**config.mk**
```make
export PLATFORM = sky130hd
export DESIGN_NAME = io_channel_hub_flat
export DESIGN_NICKNAME = d
export VERILOG_FILES = /design/src/rtl/io_channel_hub_if.sv /design/src/rtl/io_channel_hub.sv /design/src/flat_wrapper.sv
export SDC_FILE = /design/constraint.sdc
export NUM_CORES = 2
export LEC_CHECK = 0
export CAP_MARGIN = 30
export CORE_MARGIN = 2
export CORE_UTILIZATION = 65
export CTS_CLUSTER_SIZE = 14
export DETAILED_ROUTE_END_ITERATION = 6
export GPL_ROUTABILITY_DRIVEN = 0
export PLACE_DENSITY = 0.83
export SYNTH_ARGS = -nofsm -noshare
export SYNTH_HDL_FRONTEND = slang
export SYNTH_SLANG_ARGS = --single-unit
```
**constraint.sdc**
```tcl
create_clock -name clock -period 14.34 [get_ports clock]
set_input_delay 3.585 -clock clock [delete_from_list [all_inputs] [get_ports clock]]
set_output_delay 3.585 -clock clock [all_outputs]
set_load 0.1 [all_outputs]
```
**src/rtl/io_channel_hub_if.sv**
```systemverilog
// Core and environment side signal bundle for io_channel_hub.
// The hub takes the slave modport; the core/environment model takes master.
interface io_channel_hub_if #(
   parameter int D_WIDTH  = 34,
   parameter int PA_WIDTH = 4
);
   logic                core_in_req_i;
   logic [PA_WIDTH-1:0] core_in_addr_i;
   logic                core_in_ack_o;
   logic [D_WIDTH-1:0]  core_in_data_o;
   logic                core_out_req_i;
   logic [PA_WIDTH-1:0] core_out_addr_i;
   logic [D_WIDTH-1:0]  core_out_data_i;
   logic                core_out_ack_o;
   logic                ext_in_valid_i;
   logic [PA_WIDTH-1:0] ext_in_addr_i;
   logic [D_WIDTH-1:0]  ext_in_data_i;
   logic                ext_in_ready_o;
   logic                ext_out_valid_o;
   logic [PA_WIDTH-1:0] ext_out_addr_o;
   logic [D_WIDTH-1:0]  ext_out_data_o;
   logic                ext_out_ready_i;

   modport slave (
      input  core_in_req_i, core_in_addr_i,
      output core_in_ack_o, core_in_data_o,
      input  core_out_req_i, core_out_addr_i, core_out_data_i,
      output core_out_ack_o,
      input  ext_in_valid_i, ext_in_addr_i, ext_in_data_i,
      output ext_in_ready_o,
      output ext_out_valid_o, ext_out_addr_o, ext_out_data_o,
      input  ext_out_ready_i
   );

   modport master (
      output core_in_req_i, core_in_addr_i,
      input  core_in_ack_o, core_in_data_o,
      output core_out_req_i, core_out_addr_i, core_out_data_i,
      input  core_out_ack_o,
      output ext_in_valid_i, ext_in_addr_i, ext_in_data_i,
      input  ext_in_ready_o,
      input  ext_out_valid_o, ext_out_addr_o, ext_out_data_o,
      output ext_out_ready_i
   );
endinterface

```
**src/rtl/io_channel_hub.sv**
```systemverilog
// Terminates core I/O req/ack channels: per-address input FIFOs filled by the
// environment, and a single-entry output buffer drained with valid/ready.
module io_channel_hub #(
   parameter int D_WIDTH  = 34,
   parameter int PA_WIDTH = 4,
   parameter int DEPTH    = 4
) (
   input logic             clock,
   input logic             reset_i,
   io_channel_hub_if.slave bus
);
   localparam int NUM_CH = 2 ** PA_WIDTH;
   localparam int PW     = $clog2(DEPTH);
   localparam int CW     = $clog2(DEPTH + 1);

   typedef enum logic {ST_IDLE, ST_ACK} state_t;

   state_t in_state_reg, in_state_next;
   state_t out_state_reg, out_state_next;

   logic [CW-1:0] count_vec  [NUM_CH];
   logic [PW-1:0] rd_ptr_vec [NUM_CH];
   logic [PW-1:0] wr_ptr_vec [NUM_CH];

   // All channel FIFOs share one array, indexed by {channel, pointer}.
   logic [D_WIDTH-1:0] mem_reg [NUM_CH*DEPTH];

   logic [PA_WIDTH+PW-1:0] wr_idx;
   logic [PA_WIDTH+PW-1:0] rd_idx;
   logic                   in_ready;
   logic                   push;
   logic                   pop;
   logic                   in_ack;
   logic [D_WIDTH-1:0]     in_data_reg;

   logic                   out_accept;
   logic                   out_ack;
   logic                   out_valid_reg;
   logic [PA_WIDTH-1:0]    out_addr_reg;
   logic [D_WIDTH-1:0]     out_data_reg;

   assign in_ready = (count_vec[bus.ext_in_addr_i] != CW'(DEPTH));
   assign push     = bus.ext_in_valid_i && in_ready;
   assign wr_idx   = {bus.ext_in_addr_i, wr_ptr_vec[bus.ext_in_addr_i]};
   assign rd_idx   = {bus.core_in_addr_i, rd_ptr_vec[bus.core_in_addr_i]};

   genvar gi;
   generate
      for (gi = 0; gi < NUM_CH; gi++) begin : g_ch
         logic [CW-1:0] count_reg;
         logic [PW-1:0] rd_ptr_reg;
         logic [PW-1:0] wr_ptr_reg;
         logic          ch_push;
         logic          ch_pop;

         assign ch_push = push && (bus.ext_in_addr_i == PA_WIDTH'(gi));
         assign ch_pop  = pop && (bus.core_in_addr_i == PA_WIDTH'(gi));

         // Pointers wrap naturally because DEPTH is a power of two.
         always_ff @(posedge clock) begin
            if (reset_i) begin
               count_reg  <= '0;
               rd_ptr_reg <= '0;
               wr_ptr_reg <= '0;
            end else begin
               if (ch_push) wr_ptr_reg <= wr_ptr_reg + PW'(1);
               if (ch_pop)  rd_ptr_reg <= rd_ptr_reg + PW'(1);
               if (ch_push && !ch_pop)      count_reg <= count_reg + CW'(1);
               else if (ch_pop && !ch_push) count_reg <= count_reg - CW'(1);
            end
         end

         assign count_vec[gi]  = count_reg;
         assign rd_ptr_vec[gi] = rd_ptr_reg;
         assign wr_ptr_vec[gi] = wr_ptr_reg;
      end
   endgenerate

   always_ff @(posedge clock) begin
      if (push) mem_reg[wr_idx] <= bus.ext_in_data_i;
   end

   // Registered read: the popped word lands here and holds until the next pop.
   always_ff @(posedge clock) begin
      if (reset_i)  in_data_reg <= '0;
      else if (pop) in_data_reg <= mem_reg[rd_idx];
   end

   always_ff @(posedge clock) begin
      if (reset_i) begin
         in_state_reg  <= ST_IDLE;
         out_state_reg <= ST_IDLE;
      end else begin
         in_state_reg  <= in_state_next;
         out_state_reg <= out_state_next;
      end
   end

   // Acks are masked while reset is asserted so an interrupted transfer never completes.
   always_comb begin
      in_state_next = in_state_reg;
      pop           = 1'b0;
      in_ack        = 1'b0;
      case (in_state_reg)
         ST_IDLE: begin
            if (bus.core_in_req_i && (count_vec[bus.core_in_addr_i] != '0)) begin
               pop           = 1'b1;
               in_state_next = ST_ACK;
            end
         end
         ST_ACK: begin
            in_ack        = !reset_i;
            in_state_next = ST_IDLE;
         end
         default: in_state_next = ST_IDLE;
      endcase
   end

   always_comb begin
      out_state_next = out_state_reg;
      out_accept     = 1'b0;
      out_ack        = 1'b0;
      case (out_state_reg)
         ST_IDLE: begin
            if (bus.core_out_req_i && (!out_valid_reg || bus.ext_out_ready_i)) begin
               out_accept     = 1'b1;
               out_state_next = ST_ACK;
            end
         end
         ST_ACK: begin
            out_ack        = !reset_i;
            out_state_next = ST_IDLE;
         end
         default: out_state_next = ST_IDLE;
      endcase
   end

   // A refill takes priority over a drain so valid stays high with no bubble.
   always_ff @(posedge clock) begin
      if (reset_i) begin
         out_valid_reg <= 1'b0;
         out_addr_reg  <= '0;
         out_data_reg  <= '0;
      end else if (out_accept) begin
         out_valid_reg <= 1'b1;
         out_addr_reg  <= bus.core_out_addr_i;
         out_data_reg  <= bus.core_out_data_i;
      end else if (out_valid_reg && bus.ext_out_ready_i) begin
         out_valid_reg <= 1'b0;
      end
   end

   assign bus.ext_in_ready_o  = in_ready;
   assign bus.core_in_ack_o   = in_ack;
   assign bus.core_in_data_o  = in_data_reg;
   assign bus.core_out_ack_o  = out_ack;
   assign bus.ext_out_valid_o = out_valid_reg;
   assign bus.ext_out_addr_o  = out_addr_reg;
   assign bus.ext_out_data_o  = out_data_reg;
endmodule

```
**src/flat_wrapper.sv**
```systemverilog
// flat-port wrapper written by rule: the top's interface ports become plain ports
module io_channel_hub_flat 
#(
   parameter int D_WIDTH  = 34,
   parameter int PA_WIDTH = 4,
   parameter int DEPTH    = 4
)
  (clock, reset_i, bus_core_in_req_i, bus_core_in_addr_i, bus_core_in_ack_o, bus_core_in_data_o, bus_core_out_req_i, bus_core_out_addr_i, bus_core_out_data_i, bus_core_out_ack_o, bus_ext_in_valid_i, bus_ext_in_addr_i, bus_ext_in_data_i, bus_ext_in_ready_o, bus_ext_out_valid_o, bus_ext_out_addr_o, bus_ext_out_data_o, bus_ext_out_ready_i);
  io_channel_hub_if #(.D_WIDTH(D_WIDTH), .PA_WIDTH(PA_WIDTH)) bus_i ();
  input logic clock;
  input logic reset_i;
  input wire logic [$bits(bus_i.core_in_req_i)-1:0] bus_core_in_req_i;
  input wire logic [$bits(bus_i.core_in_addr_i)-1:0] bus_core_in_addr_i;
  output wire logic [$bits(bus_i.core_in_ack_o)-1:0] bus_core_in_ack_o;
  output wire logic [$bits(bus_i.core_in_data_o)-1:0] bus_core_in_data_o;
  input wire logic [$bits(bus_i.core_out_req_i)-1:0] bus_core_out_req_i;
  input wire logic [$bits(bus_i.core_out_addr_i)-1:0] bus_core_out_addr_i;
  input wire logic [$bits(bus_i.core_out_data_i)-1:0] bus_core_out_data_i;
  output wire logic [$bits(bus_i.core_out_ack_o)-1:0] bus_core_out_ack_o;
  input wire logic [$bits(bus_i.ext_in_valid_i)-1:0] bus_ext_in_valid_i;
  input wire logic [$bits(bus_i.ext_in_addr_i)-1:0] bus_ext_in_addr_i;
  input wire logic [$bits(bus_i.ext_in_data_i)-1:0] bus_ext_in_data_i;
  output wire logic [$bits(bus_i.ext_in_ready_o)-1:0] bus_ext_in_ready_o;
  output wire logic [$bits(bus_i.ext_out_valid_o)-1:0] bus_ext_out_valid_o;
  output wire logic [$bits(bus_i.ext_out_addr_o)-1:0] bus_ext_out_addr_o;
  output wire logic [$bits(bus_i.ext_out_data_o)-1:0] bus_ext_out_data_o;
  input wire logic [$bits(bus_i.ext_out_ready_i)-1:0] bus_ext_out_ready_i;
  assign bus_i.core_in_req_i = bus_core_in_req_i;
  assign bus_i.core_in_addr_i = bus_core_in_addr_i;
  assign bus_core_in_ack_o = bus_i.core_in_ack_o;
  assign bus_core_in_data_o = bus_i.core_in_data_o;
  assign bus_i.core_out_req_i = bus_core_out_req_i;
  assign bus_i.core_out_addr_i = bus_core_out_addr_i;
  assign bus_i.core_out_data_i = bus_core_out_data_i;
  assign bus_core_out_ack_o = bus_i.core_out_ack_o;
  assign bus_i.ext_in_valid_i = bus_ext_in_valid_i;
  assign bus_i.ext_in_addr_i = bus_ext_in_addr_i;
  assign bus_i.ext_in_data_i = bus_ext_in_data_i;
  assign bus_ext_in_ready_o = bus_i.ext_in_ready_o;
  assign bus_ext_out_valid_o = bus_i.ext_out_valid_o;
  assign bus_ext_out_addr_o = bus_i.ext_out_addr_o;
  assign bus_ext_out_data_o = bus_i.ext_out_data_o;
  assign bus_i.ext_out_ready_i = bus_ext_out_ready_i;
  io_channel_hub #(.D_WIDTH(D_WIDTH), .PA_WIDTH(PA_WIDTH), .DEPTH(DEPTH)) u_core (.clock(clock), .reset_i(reset_i), .bus(bus_i));
endmodule
```
==> impl_metrics.ini <==
[run_status]
status = finished, violations left
violations = DRC

[yosys]
syn_nets = 6838
synth_seq_cells = 2363
yosysSeqAreaShare_pct = 74.1
yosys_warnings = 0
avgSynthCellArea_um2 = 13.9
yosysUniqueCellTypes = 63
synth_flop_cell = edfxtp_1
syn_area_um2 = 93200
async_flop_share_pct = 0
syn_inst = 6720
synth_edf_count = 2176

[clocking]
postCtsSetupBuffers = 0
cts_tree = built
clock-root-buffer = clkbuf_16
cts_resized = 0
insertion_delay_ns = 0.87
cts_sinks = 2363
htree_levels = 4
clk_path_buf_depth = 3
cts-hold-fix-buffers = 0
numCtsBuffers = 217
clkSlewWorstSetupHoldPaths_ns = 0.06

[setup_path]
required_ns = 10.76
cp.arrival_ns = 6.83
cp_cell_sequence = clkdlybuf4s50_1, mux4_2, mux4_2, inv_1, clkdlybuf4s50_1
slowest_delay_ns = 1.12
r2r_slack_ns = 8.89
rr_startpoint = u_core.g_ch[6].rd_ptr_reg[0]$_SDFFE_PP0P_
endpoint_kind = output pin
cp-start-kind = primary input
path_class = primary input to output pin
slowest_stage = clkdlybuf4s50_1
r2r_cells = 12
crit_family = buffers and inverters
crit_end = bus_ext_in_ready_o
cp_num_cells = 5
critPathBufInv = 3
timing.rr.end = u_core.bus.core_in_data_o[3]$_SDFFE_PP0P_
path_max_fanout = 23
startpoint = bus_ext_in_addr_i[1]

[power_and_ir_drop]
power.internal_mw = 11.1
irDropWorstVdd_mv = 0.133
power_switching_mw = 3.34
p_leak_nw = 35.3
sequentialPowerShare_pct = 52.5
power_frac_comb_pct = 7.7
power.density_nw_per_um2 = 138
clkPwrFrac_pct = 39.8
switching_share_pct = 23.1

[hold_path]
min_path_type = register to register
hold_depth = 2

[sta]
hold_slack_ns = 0.453
hold_viol_final = 0
setup_viol = 0
worst_pin_slew_ns = 1.12
timing.fmax_mhz = 96.0
fin_tns_setup_ns = 0
fin_skew_ns = 0.0293
fin_crit_ns = 10.42
relSlewSlack_pct = 24.6
rsz0062_at_grt = false
slew_viol_final = 0
layout_worst_path_cycle_share_pct = 72.6

[floorplan]
ios = 162
initial_core_util_pct = 65.7
dieArea_um2 = 146000
placeableCoreArea_um2 = 142000
die_w_um = 383
die_h_um = 383
rows = 138

[route]
vias = 61653
wirelength_um = 263000
drtPass1Iterations = 7
drc = 5
final_antenna_net_count = 0
drt-initial-drc-count = 10784
wire_per_inst_um = 29.5
vias_per_cell = 6.91

[placement]
post-dp-hpwl_um = 142000
io_buffer_count = 161
place_inst = 8499

[cells_and_area]
final_cells = 8916
synthToLayoutAreaGrowth_pct = 12.2
final_util_pct = 73.7
largest_register_ffs = 2176
layout.nets = 6952
drive_gt1_share_pct = 9.69

[global_route]
grt_max_degree = 196
grt_pass1_vias = 59648
grt_pass1_wl_um = 380000
grt_overflow = 0
grt.total_usage_pct = 35.5
antenna_found_initial = 11

[flow_run]
maxCapViolations = 0
Yosys cell counts (all sizes together) (17+ instances only):
library cell | count | area (um^2)
or3 | 19 | 119
mux2i | 246 | 2470
o21ai | 98 | 502
o2111ai | 18 | 158
a311oi | 37 | 324
clkbuf | 218 | 818
a31oi | 152 | 951
nor3 | 84 | 420
a211oi | 65 | 488
mux4 | 46 | 1040
a221o | 25 | 250
a32oi | 53 | 464
a221oi | 17 | 149
edfxtp | 2176 | 65300
a21o | 21 | 158
and3 | 116 | 726
inv | 24 | 90.1
nand4 | 83 | 519
dfxtp | 187 | 3740
nor2 | 216 | 811
o22ai | 18 | 113
a31o | 28 | 245
nand2 | 1552 | 5830
and4 | 19 | 166
o41ai | 17 | 149
xor2 | 63 | 552
a21oi | 309 | 1550
a22oi | 55 | 413
buf | 211 | 1030
nand3 | 358 | 1790
worst reg2reg max path, delay by kind of cell (launching register included):
kind / cells / cell delay (ns)
buf+inv: 3 / 2.31
simple gates: 3 / 1.51
compound gates: 5 / 0.89
flops: 1 / 0.37
mux: 1 / 0.20
per-layer routing:
layer	track usage, %	vias to the layer above	share of wire, %
li1	-	25405	-
met1	46.2	29819	33
met2	55.3	5443	47
met3	8.61	980	14
met4	20.4	6	6.3
met5	0	-	0.013
placed cells by master, fill, tap and decap left out, types with 46 or more instances in the layout:
master	instances
dfxtp_1	187
a32oi_1	53
nand3_1	357
clkdlybuf4s50_1	123
edfxtp_1	2176
nand4_1	83
a31oi_1	152
o21ai_0	94
a21oi_1	309
a22oi_1	55
xor2_1	63
clkbuf_1	68
nor2_1	149
mux2i_1	245
and3_1	114
nand2_1	1549
nor3_1	82
mux4_2	46
nor2_4	64
a211oi_1	65
clkbuf_16	224
buf_4	126
power groups by stage:
| stage | Combinational (mW) | Sequential [mW] | Clock (mW) |
|---|---|---|---|
| after floorplan | 0.551 | 7.84 | 0 |
| after global placement | 1.01 | 7.74 | 0 |
| after detailed placement | 1.07 | 7.74 | 0 |
| after CTS | 1.08 | 7.59 | 5.74 |
| after global routing | 1.16 | 7.59 | 5.99 |
| final | 1.11 | 7.59 | 5.75 |
cell type report:
| cell class | count | area (um^2) |
|---|---|---|
| tap | 1890 | 2360 |
| multi-input combinational | 3904 | 22800 |
| fill | 7971 | 37400 |
| sequential | 2363 | 69100 |
| antenna | 5 | 12.5 |
| clock inverter | 99 | 957 |
| inverter | 24 | 90.1 |
| timing repair buffer | 324 | 3200 |
| clock buffer | 307 | 6070 |
stage by stage:
| step | setup slack, ns | instance area [um^2] | total power [mW] |
|---|---|---|---|
| finish | 3.92 | 105000 | 14.5 |
| global route | 3.83 | 105000 | 14.7 |
| CTS | 3.66 | 104000 | 14.4 |
| detailed placement | 3.66 | 97400 | 8.80 |
| global placement | 3.68 | 96800 | 8.75 |
| floorplan | 5.31 | 93200 | 8.39 |
how the worst min path moves through the flow:
stage / from / to / slack (ns)
final: u_core.bus.ext_out_data_o[20]$_SDFFE_PP0P_ / u_core.bus.ext_out_data_o[20]$_SDFFE_PP0P_ / 0.45
after global routing: u_core.bus.ext_out_data_o[4]$_SDFFE_PP0P_ / u_core.bus.ext_out_data_o[4]$_SDFFE_PP0P_ / 0.48
after CTS: u_core.bus.ext_out_data_o[20]$_SDFFE_PP0P_ / u_core.bus.ext_out_data_o[20]$_SDFFE_PP0P_ / 0.45
after detailed placement: u_core.bus.ext_out_data_o[20]$_SDFFE_PP0P_ / u_core.bus.ext_out_data_o[20]$_SDFFE_PP0P_ / 0.45
after global placement: u_core.bus.ext_out_data_o[26]$_SDFFE_PP0P_ / u_core.bus.ext_out_data_o[26]$_SDFFE_PP0P_ / 0.44
after floorplan: u_core.g_ch[2].rd_ptr_reg[0]$_SDFFE_PP0P_ / u_core.g_ch[2].rd_ptr_reg[0]$_SDFFE_PP0P_ / 0.45
cell families after synthesis:
kind of cell | Yosys count | synth area share [%]
muxes | 307 | 3.95
and+or+nand+nor | 2503 | 11.5
DFF | 2363 | 74.1
AOI/OAI and AO/OA | 983 | 7.02
adders and majority gates | 32 | 0.558
xor gates and xnor gates | 79 | 0.742
buffers and inverters | 453 | 2.08
Note: power is estimated with default switching activity, not from simulation.
